`config.mk`:
```
export PLATFORM = sky130hd
export DESIGN_NAME = switch_led_ctrl
export DESIGN_NICKNAME = d
export VERILOG_FILES = /design/src/rtl/switch_led_ctrl.sv
export SDC_FILE = /design/constraint.sdc
export NUM_CORES = 1
export LEC_CHECK = 0
export CAP_MARGIN = 10
export CORE_MARGIN = 3
export CORE_UTILIZATION = 50
export CTS_CLUSTER_DIAMETER = 120
export DETAILED_ROUTE_END_ITERATION = 16
export GPL_TIMING_DRIVEN = 1
export PLACE_DENSITY = 0.72
export SLEW_MARGIN = 5
export SYNTH_ARGS = -nofsm -noshare
export SYNTH_HDL_FRONTEND = slang
export SYNTH_SLANG_ARGS = --single-unit
```
`constraint.sdc`:
```
create_clock -name clk -period 5.25 [get_ports clk]
set_input_delay 1.05 -clock clk [delete_from_list [all_inputs] [get_ports clk]]
set_output_delay 1.05 -clock clk [all_outputs]
set_load 0.01 [all_outputs]
```
`src/rtl/switch_led_ctrl.sv`:
```
// ============================================================================
//  switch_led_ctrl
//  Sequences a switch bank onto an LED bank in four button-selected modes:
//  PASS, COUNT, SHIFT and HOLD. Build option SHIFT_BOUNCE_EN makes SHIFT
//  bounce a pattern between the ends of the bank instead of rotating it.
//  Revision: 1.0
// ============================================================================
`default_nettype none

module switch_led_ctrl #(
    parameter int WIDTH           = 6,
    parameter int DEBOUNCE_CYCLES = 50000,
    parameter int TICK_DIV        = 25000000
) (
    input  logic             clk,
    input  logic             rst,
    input  logic [WIDTH-1:0] switch,
    input  logic             btn_mode,
    output logic [WIDTH-1:0] led,
    output logic [1:0]       mode
);

    localparam int c_DW = $clog2(DEBOUNCE_CYCLES);
    localparam int c_TW = $clog2(TICK_DIV);
    localparam logic [c_DW-1:0]  c_DMAX = c_DW'(DEBOUNCE_CYCLES - 1);
    localparam logic [c_TW-1:0]  c_TMAX = c_TW'(TICK_DIV - 1);
    localparam logic [WIDTH-1:0] c_ONE  = WIDTH'(1);

    typedef enum logic [1:0] {
        S_PASS  = 2'd0,
        S_COUNT = 2'd1,
        S_SHIFT = 2'd2,
        S_HOLD  = 2'd3
    } state_t;

    logic [WIDTH-1:0] r_sw_meta;
    logic [WIDTH-1:0] r_sw_s;
    logic             r_btn_meta;
    logic             r_btn_s;
    logic             r_btn_db;
    logic [c_DW-1:0]  r_dcnt;
    logic [c_TW-1:0]  r_tcnt;
    state_t           r_state;
    logic [WIDTH-1:0] r_led;

    logic             w_diff;
    logic             w_flip;
    logic             w_step;
    logic             w_tick;
    state_t           w_next_state;
    logic [WIDTH-1:0] w_shift_entry;

    // Two-flop synchronisers for the asynchronous board inputs
    always_ff @(posedge clk) begin
        if (rst) begin
            r_sw_meta  <= '0;
            r_sw_s     <= '0;
            r_btn_meta <= 1'b0;
            r_btn_s    <= 1'b0;
        end else begin
            r_sw_meta  <= switch;
            r_sw_s     <= r_sw_meta;
            r_btn_meta <= btn_mode;
            r_btn_s    <= r_btn_meta;
        end
    end

    assign w_diff = (r_btn_s != r_btn_db);
    assign w_flip = w_diff && (r_dcnt == c_DMAX);
    assign w_step = w_flip && !r_btn_db;
    assign w_tick = (r_tcnt == c_TMAX);

    always_ff @(posedge clk) begin
        if (rst) begin
            r_btn_db <= 1'b0;
            r_dcnt   <= '0;
        end else begin
            if (w_flip) begin
                r_btn_db <= ~r_btn_db;
            end
            if (!w_diff || w_flip) begin
                r_dcnt <= '0;
            end else begin
                r_dcnt <= r_dcnt + c_DW'(1);
            end
        end
    end

    // A step restarts the tick phase so a fresh mode gets a full tick period
    always_ff @(posedge clk) begin
        if (rst) begin
            r_tcnt <= '0;
        end else if (w_step || w_tick) begin
            r_tcnt <= '0;
        end else begin
            r_tcnt <= r_tcnt + c_TW'(1);
        end
    end

    always_comb begin
        w_next_state = S_PASS;
        case (r_state)
            S_PASS:  w_next_state = S_COUNT;
            S_COUNT: w_next_state = S_SHIFT;
            S_SHIFT: w_next_state = S_HOLD;
            S_HOLD:  w_next_state = S_PASS;
            default: w_next_state = S_PASS;
        endcase
    end

    // An all-zero seed would leave nothing visible to shift
    assign w_shift_entry = (r_sw_s == '0) ? c_ONE : r_sw_s;

`ifdef SHIFT_BOUNCE_EN
    logic             r_dir;
    logic [WIDTH-1:0] w_shl;
    logic [WIDTH-1:0] w_shr;

    assign w_shl = {r_led[WIDTH-2:0], 1'b0};
    assign w_shr = {1'b0, r_led[WIDTH-1:1]};
`endif

    // Mode FSM and LED register; a step takes priority over a same-cycle tick
    always_ff @(posedge clk) begin
        if (rst) begin
            r_state <= S_PASS;
            r_led   <= '0;
`ifdef SHIFT_BOUNCE_EN
            r_dir   <= 1'b0;
`endif
        end else if (w_step) begin
            r_state <= w_next_state;
            case (w_next_state)
                S_COUNT: r_led <= r_sw_s;
                S_SHIFT: begin
                    r_led <= w_shift_entry;
`ifdef SHIFT_BOUNCE_EN
                    r_dir <= 1'b0;
`endif
                end
                S_HOLD:  r_led <= r_led;
                default: r_led <= r_sw_s;
            endcase
        end else begin
            case (r_state)
                S_PASS: r_led <= r_sw_s;
                S_COUNT: begin
                    if (w_tick) begin
                        r_led <= r_led + c_ONE;
                    end
                end
                S_SHIFT: begin
                    if (w_tick) begin
`ifdef SHIFT_BOUNCE_EN
                        if (!r_dir) begin
                            r_led <= w_shl;
                            if (w_shl[WIDTH-1]) begin
                                r_dir <= 1'b1;
                            end
                        end else begin
                            r_led <= w_shr;
                            if (w_shr[0]) begin
                                r_dir <= 1'b0;
                            end
                        end
`else
                        r_led <= {r_led[WIDTH-2:0], r_led[WIDTH-1]};
`endif
                    end
                end
                default: r_led <= r_led;
            endcase
        end
    end

    assign led  = r_led;
    assign mode = r_state;

endmodule

`default_nettype wire

```
==> impl_metrics.csv, run 1 <==
group,metric,value,unit
timing,setup_viol,0,
placement,hpwl,3686,µm
yosys,synth.top_cells.by_count,"64 x dfxtp_1, 27 x nor2_1, 21 x xor2_1",
finish,stdcell_area,3510,µm²
floorplan,io_pins,17,
yosys,synth_seq_cells,64,
yosys,synth_top_area_cell,"dfxtp_1",
finish,ff_latch_area,1281,µm²
routing,drc,0,
floorplan,dieWidth,85.32,µm
timing,finalCritPeriodShare,0.5565,
placement,place_inst,402,
timing,timing.slew.headroom,0.3127,
yosys,syn_inst,323,
routing,wl_per_cell,13.04,µm
timing,drv_slew,0,
timing,rsz0062_at_grt,"false",
finish,nets,355,
hold_path,holdCritPathClass,"reg -> reg",
global_route,grt_max_degree,26,
power,irDropWorstVdd,0.2795,mV
clock_network,clk_path_buf_depth,2,
yosys,synth_fp_nets,340,
clock_network,clk_pin_slew,0.06,ns
finish,syn_to_final_growth,11.58,%
timing,tns,0,ns
yosys,ys_top_cells_by_area,"dfxtp_1 41%, nor2_4 6.8%, xor2_1 5.8%",
floorplan,start_util,0.5251,
clock_network,clk_latency,0.34,ns
clock_network,htreeDepth,3,
clock_network,cts_buffers,9,
finish,fin_cells,418,
yosys,synth_ff_type,"dfxtp_1",
timing,fmax,342.3,MHz
floorplan,fp.dieArea,7279,µm²
setup_path,cp.required,5.50,ns
routing,viasPerCell,5.431,
setup_path,cpMaxStageDelayCell,"or3_2",
clock_network,ctsResizeCount,0,
global_route,antenna_found_initial,0,
setup_path,setup.worst_path.end,"r_tcnt[24]",
setup_path,startpoint_type,"input port",
finish,multi_input_area,1734,µm²
setup_path,crit_path_end_kind,"flip-flop",
setup_path,rr_startpoint,"r_dcnt[0]",
power,totalPowerFinal,0.0009573,W
setup_path,critPathMaxFanout,25,
hold_path,whs_path_depth,1,
clock_network,cts-hold-fix-buffers,0,
yosys,synth-async-reset-ratio,0,
routing,routed_wl,5451,µm
routing,dr.pass1.iters,4,
global_route,gr-total-overflow,0,
timing,tightest_slew,1.031,ns
finish,fin_util,0.5858,
setup_path,crit_chain,"clkdlybuf4s50_1, or3_2, a21oi_1",
setup_path,crit_start,"rst",
finish,antennaDiodeCount,0,
setup_path,arrival,3.17,ns
yosys,ys_types,48,
job,timing.max_cap.violations,0,
placement,placement.io_buffers,16,
timing,fin_crit,2.922,ns
floorplan,core,5991,µm²
run_status,outcome,"complete, no violations",
global_route,grt_pass1_wl,9570,µm
yosys,synthesis.area,3146,µm²
yosys,ys_warn_count,0,
floorplan,fp.dieH,85.32,µm
global_route,grt_pass1_vias,2071,
timing,hold_viol,0,
clock_network,cts_tree,"built",
finish,layout-drive-gt1-share,0.1399,
timing,clock_skew,0.008046,ns
clock_network,clock-sinks,64,
clock_network,cts-root-buf,"clkbuf_8",
setup_path,r2r_slack,2.85,ns
placement,place_area,3311,µm²
power,p_leak,1.194,nW
setup_path,path_class,"in -> reg",
setup_path,max_stage_delay,1.07,ns
floorplan,num_rows,28,
routing,vias,2270,
global_route,grt_usage,0.1657,
yosys,avgSynthCellArea,9.738,µm²
yosys,yosysMostFrequentCell,"dfxtp_1",
finish,nFillCells,517,
clock_network,cts_setup_buffers,0,
routing,ant_nets,0,
setup_path,reg2reg_depth,6,
yosys,yosys.area.top_type_share,0.4073,
setup_path,r2r_end,"r_tcnt[3]",
placement,routabilityCongestion,0.8470,
yosys,synth_edf_count,0,
power,powerDensity,272.8,nW/µm²
yosys,synth-seq-area-share,0.4073,
routing,drt_iter0_drc,68,
## critical path, delay by kind of cell
family | cells | cell delay, ns
AOI/OAI and AO/OA | 1 | 0.27
and+or+nand+nor | 1 | 1.07
buffers and inverters | 1 | 0.77
## stage by stage
step / worst slack [ns] / hold WS, ns
4_1_cts: 2.336 / 0.4367
2_1_floorplan: 3.328 / 0.4138
5_1_grt: 2.202 / 0.4533
3_5_place_dp: 1.971 / 0.4226
3_3_place_gp: 1.989 / 0.4157
6_report: 2.328 / 0.4350
## state kept, by name, summed over array words and instances, names as in the netlist
register    cells
r_btn_db        1
r_btn_s         1
r_dcnt         16
r_btn_meta      1
led             6
r_sw_s          6
mode            2
r_sw_meta       6
r_tcnt         25
## placed cells by master (no fill, tap or decap), types with 7 or more instances in the layout
cell type / Yosys / routed
nor2_1: 27 / 27
inv_1: 11 / 11
nor2b_1: 15 / 15
xnor2_1: 14 / 14
nor3_1: 7 / 7
dfxtp_1: 64 / 64
clkbuf_8: 0 / 11
nand4_1: 9 / 9
a21oi_1: 9 / 9
nand2_1: 19 / 19
clkdlybuf4s50_1: 0 / 16
nor2_4: 19 / 19
ha_1: 8 / 8
nand3_1: 20 / 20
and3_1: 10 / 10
xor2_1: 21 / 21
## how the worst min path moves through the flow
stage | startpoint | end | slack (ns)
detailed placement | r_sw_meta[2] | r_sw_s[2] | 0.42
CTS | r_sw_meta[2] | r_sw_s[2] | 0.44
finish | r_sw_meta[5] | r_sw_s[5] | 0.43
floorplan | r_btn_meta | r_btn_s | 0.41
global route | r_sw_meta[2] | r_sw_s[2] | 0.45
global placement | r_sw_meta[0] | r_sw_s[0] | 0.42
## per-layer routing
metal  vias to the layer above  share of wire  GRT usage
li1                       1165              -          -
met1                      1065           0.49     0.2120
met2                        33           0.46     0.2493
met3                         7          0.036    0.05825
met4                         0          0.013    0.07770
met5                         -              0          0
## logic make-up after synthesis
logic type      Yosys count  synth area share
simple gates            157            0.3310
mux                       6           0.01909
xor+xnor                 35           0.09746
fa+ha+maj                 8           0.03182
flops                    64            0.4073
compound gates           30           0.07160
buf+inv                  23           0.04176
## final cells by class
type / instances / area share
repair buffers: 16 / 0.04563
well taps: 75 / 0.02674
inverters: 11 / 0.01176
flip-flops and latches: 64 / 0.3651
clock buffers: 13 / 0.04528
clock inverters: 3 / 0.01141
multi-input cells: 236 / 0.4941
## where the power goes
group | total (W) | switching [W] | internal [W] | leakage [nW]
combinational | 0.0000331 | 0.0000181 | 0.0000150 | 0.571
clock | 0.000424 | 0.000180 | 0.000244 | 0.103
sequential | 0.000500 | 0.00000639 | 0.000494 | 0.520
(Power assumes the default switching activity.)
==> run 2: changes to the inputs <==
- clock period: 5.25 -> 3 ns (I/O delays scaled with it)
==> run 2 against run 1 <==
Effect of this change:
- worst setup slack got worse by 1.5 ns
- count of clock-buffer cells in the layout unchanged
- total power is 88% higher
- hold slack gained 0.00077 ns
- clock skew shrank 0.0015 ns
- final area is 1.6% higher
- global-route usage down 0.35 points
- largest cell class unchanged
==> impl_metrics.csv, run 2 (synthesis gave the netlist of run 1 again) <==
group,metric,value,unit
run_status,outcome,"complete, no violations",
timing,finalCritPeriodShare,0.7102,
clock_network,clk_latency,0.33,ns
power,irDropWorstVdd,0.3778,mV
global_route,grt_usage,0.1621,
clock_network,ctsResizeCount,0,
power,swShare,0.1954,
power,seqPwrFrac,0.487,
placement,routabilityCongestion,0.8179,
routing,drc,0,
finish,antennaDiodeCount,0,
global_route,gr-total-overflow,0,
power,power_frac_comb,0.033,
clock_network,clk_pin_slew,0.07,ns
setup_path,cp.required,3.20,ns
clock_network,clk_path_buf_depth,2,
setup_path,crit_path_end_kind,"flip-flop",
timing,tightest_slew,0.5726,ns
finish,final_common_cell,"dfxtp_1",
setup_path,r2r_end,"r_tcnt[3]",
hold_path,whs_path_depth,1,
power,clkPwrFrac,0.480,
clock_network,cts_buffers,9,
routing,wl_per_cell,12.89,µm
clock_network,htreeDepth,3,
setup_path,arrival,2.33,ns
placement,placement.io_buffers,16,
global_route,antenna_found_initial,0,
routing,drt_iter0_drc,82,
timing,tns,0,ns
global_route,grt_max_degree,26,
placement,hpwl,3731,µm
setup_path,reg2reg_depth,7,
setup_path,startpoint_type,"flip-flop",
finish,fin_cells,419,
power,p_leak,1.222,nW
routing,dr.pass1.iters,4,
floorplan,fp.dieArea,7279,µm²
floorplan,fp.dieH,85.32,µm
clock_network,cts_tree,"built",
timing,clock_skew,0.006527,ns
job,timing.max_cap.violations,0,
power,p_int,0.001447,W
timing,setup_viol,0,
finish,nets,357,
timing,rsz0062_at_grt,"false",
timing,drv_slew,0,
power,totalPowerFinal,0.001798,W
routing,vias,2259,
timing,fin_crit,2.131,ns
timing,fmax,469.4,MHz
hold_path,holdCritPathClass,"reg -> reg",
floorplan,core,5991,µm²
clock_network,clock-sinks,64,
floorplan,num_rows,28,
setup_path,rr_startpoint,"r_dcnt[0]",
power,p_sw,0.0003514,W
timing,hold_viol,0,
finish,top_register,"r_tcnt",
routing,ant_nets,0,
placement,place_inst,404,
setup_path,path_class,"reg -> reg",
finish,reg.largest.list,"r_tcnt (25), r_dcnt (16)",
setup_path,r2r_slack,0.87,ns
global_route,grt_pass1_wl,9549,µm
finish,largest_reg_flops,25,
finish,final_cell_mix,"64 x dfxtp_1, 27 x nor2_1, 21 x xor2_1, 20 x nand3_1",
floorplan,dieWidth,85.32,µm
clock_network,cts_setup_buffers,0,
clock_network,cts-hold-fix-buffers,0,
finish,layout-drive-gt1-share,0.1483,
floorplan,io_pins,17,
hold_path,hp-start,"r_sw_meta[1]",
finish,syn_to_final_growth,13.33,%
hold_path,holdPathEnd,"r_sw_s[1]",
finish,nFillCells,519,
setup_path,critPathMaxFanout,25,
power,powerDensity,504.4,nW/µm²
routing,routed_wl,5399,µm
floorplan,start_util,0.5251,
clock_network,cts-root-buf,"clkbuf_8",
routing,viasPerCell,5.391,
timing,timing.slew.headroom,0.6183,
global_route,grt_pass1_vias,2137,
[run 2: changes by cell type in the layout (fill, tap and decap cells not counted), sizes merged]
| cell | change |
|---|---|
| buf | +2 |
| clkinv | -2 |
| bufinv | +1 |
[run 2: power groups by stage]
stage,Sequential (W),Clock (W),Combinational (W)
after CTS,0.000875,0.000885,0.0000604
final,0.000875,0.000863,0.0000596
after detailed placement,0.000894,0,0.0000604
after floorplan,0.000893,0,0.0000451
after global routing,0.000877,0.000929,0.0000661
after global placement,0.000894,0,0.0000596
[run 2: stage by stage]
step	area (µm²)	hold WS (ns)	worst slack, ns	util
detailed placement	3326	0.4231	0.8544	0.5551
global placement	3326	0.4160	0.8997	0.5551
finish	3565	0.4358	0.8694	0.5950
CTS	3565	0.4390	0.8576	0.5950
global route	3565	0.4654	0.6768	0.5950
floorplan	3146	0.4138	1.227	-
[run 2: routing by layer]
layer  track usage  up-vias  wire (µm)
met1        0.2099     1031       2613
li1              -     1162          -
met3       0.04175       11        198
met5             0        -          0
met2        0.2429       55       2471
met4       0.09496        0        115
[run 2: layout make-up]
type,instances,area (µm²),share of cell area
Sequential cell,64,1281,0.3594
Inverter,11,41.29,0.01158
Tap cell,75,93.84,0.02633
Clock inverter,2,60.06,0.01685
Timing Repair Buffer,18,175.2,0.04914
Multi-Input combinational cell,236,1734,0.4865
Clock buffer,13,178.9,0.05019
[run 2: worst max-delay path by stage]
stage,to,start,cells after the start,slack [ns]
5_1_grt,r_tcnt[2],r_dcnt[0],7,0.68
3_3_place_gp,r_tcnt[20],rst,4,0.90
4_1_cts,r_tcnt[2],r_dcnt[0],7,0.86
2_1_floorplan,r_tcnt[13],r_dcnt[0],9,1.23
6_report,r_tcnt[3],r_dcnt[0],7,0.87
3_5_place_dp,r_tcnt[3],r_dcnt[0],7,0.85
[run 2: worst max-delay path, cell delays in order (launching register included)]
cell	delay, ns
dfxtp_1	0.37
ha_1	0.21
and3_1	0.31
nand4_4	0.16
nor2_4	0.21
or3_2	0.15
buf_4	0.48
nor2_1	0.10
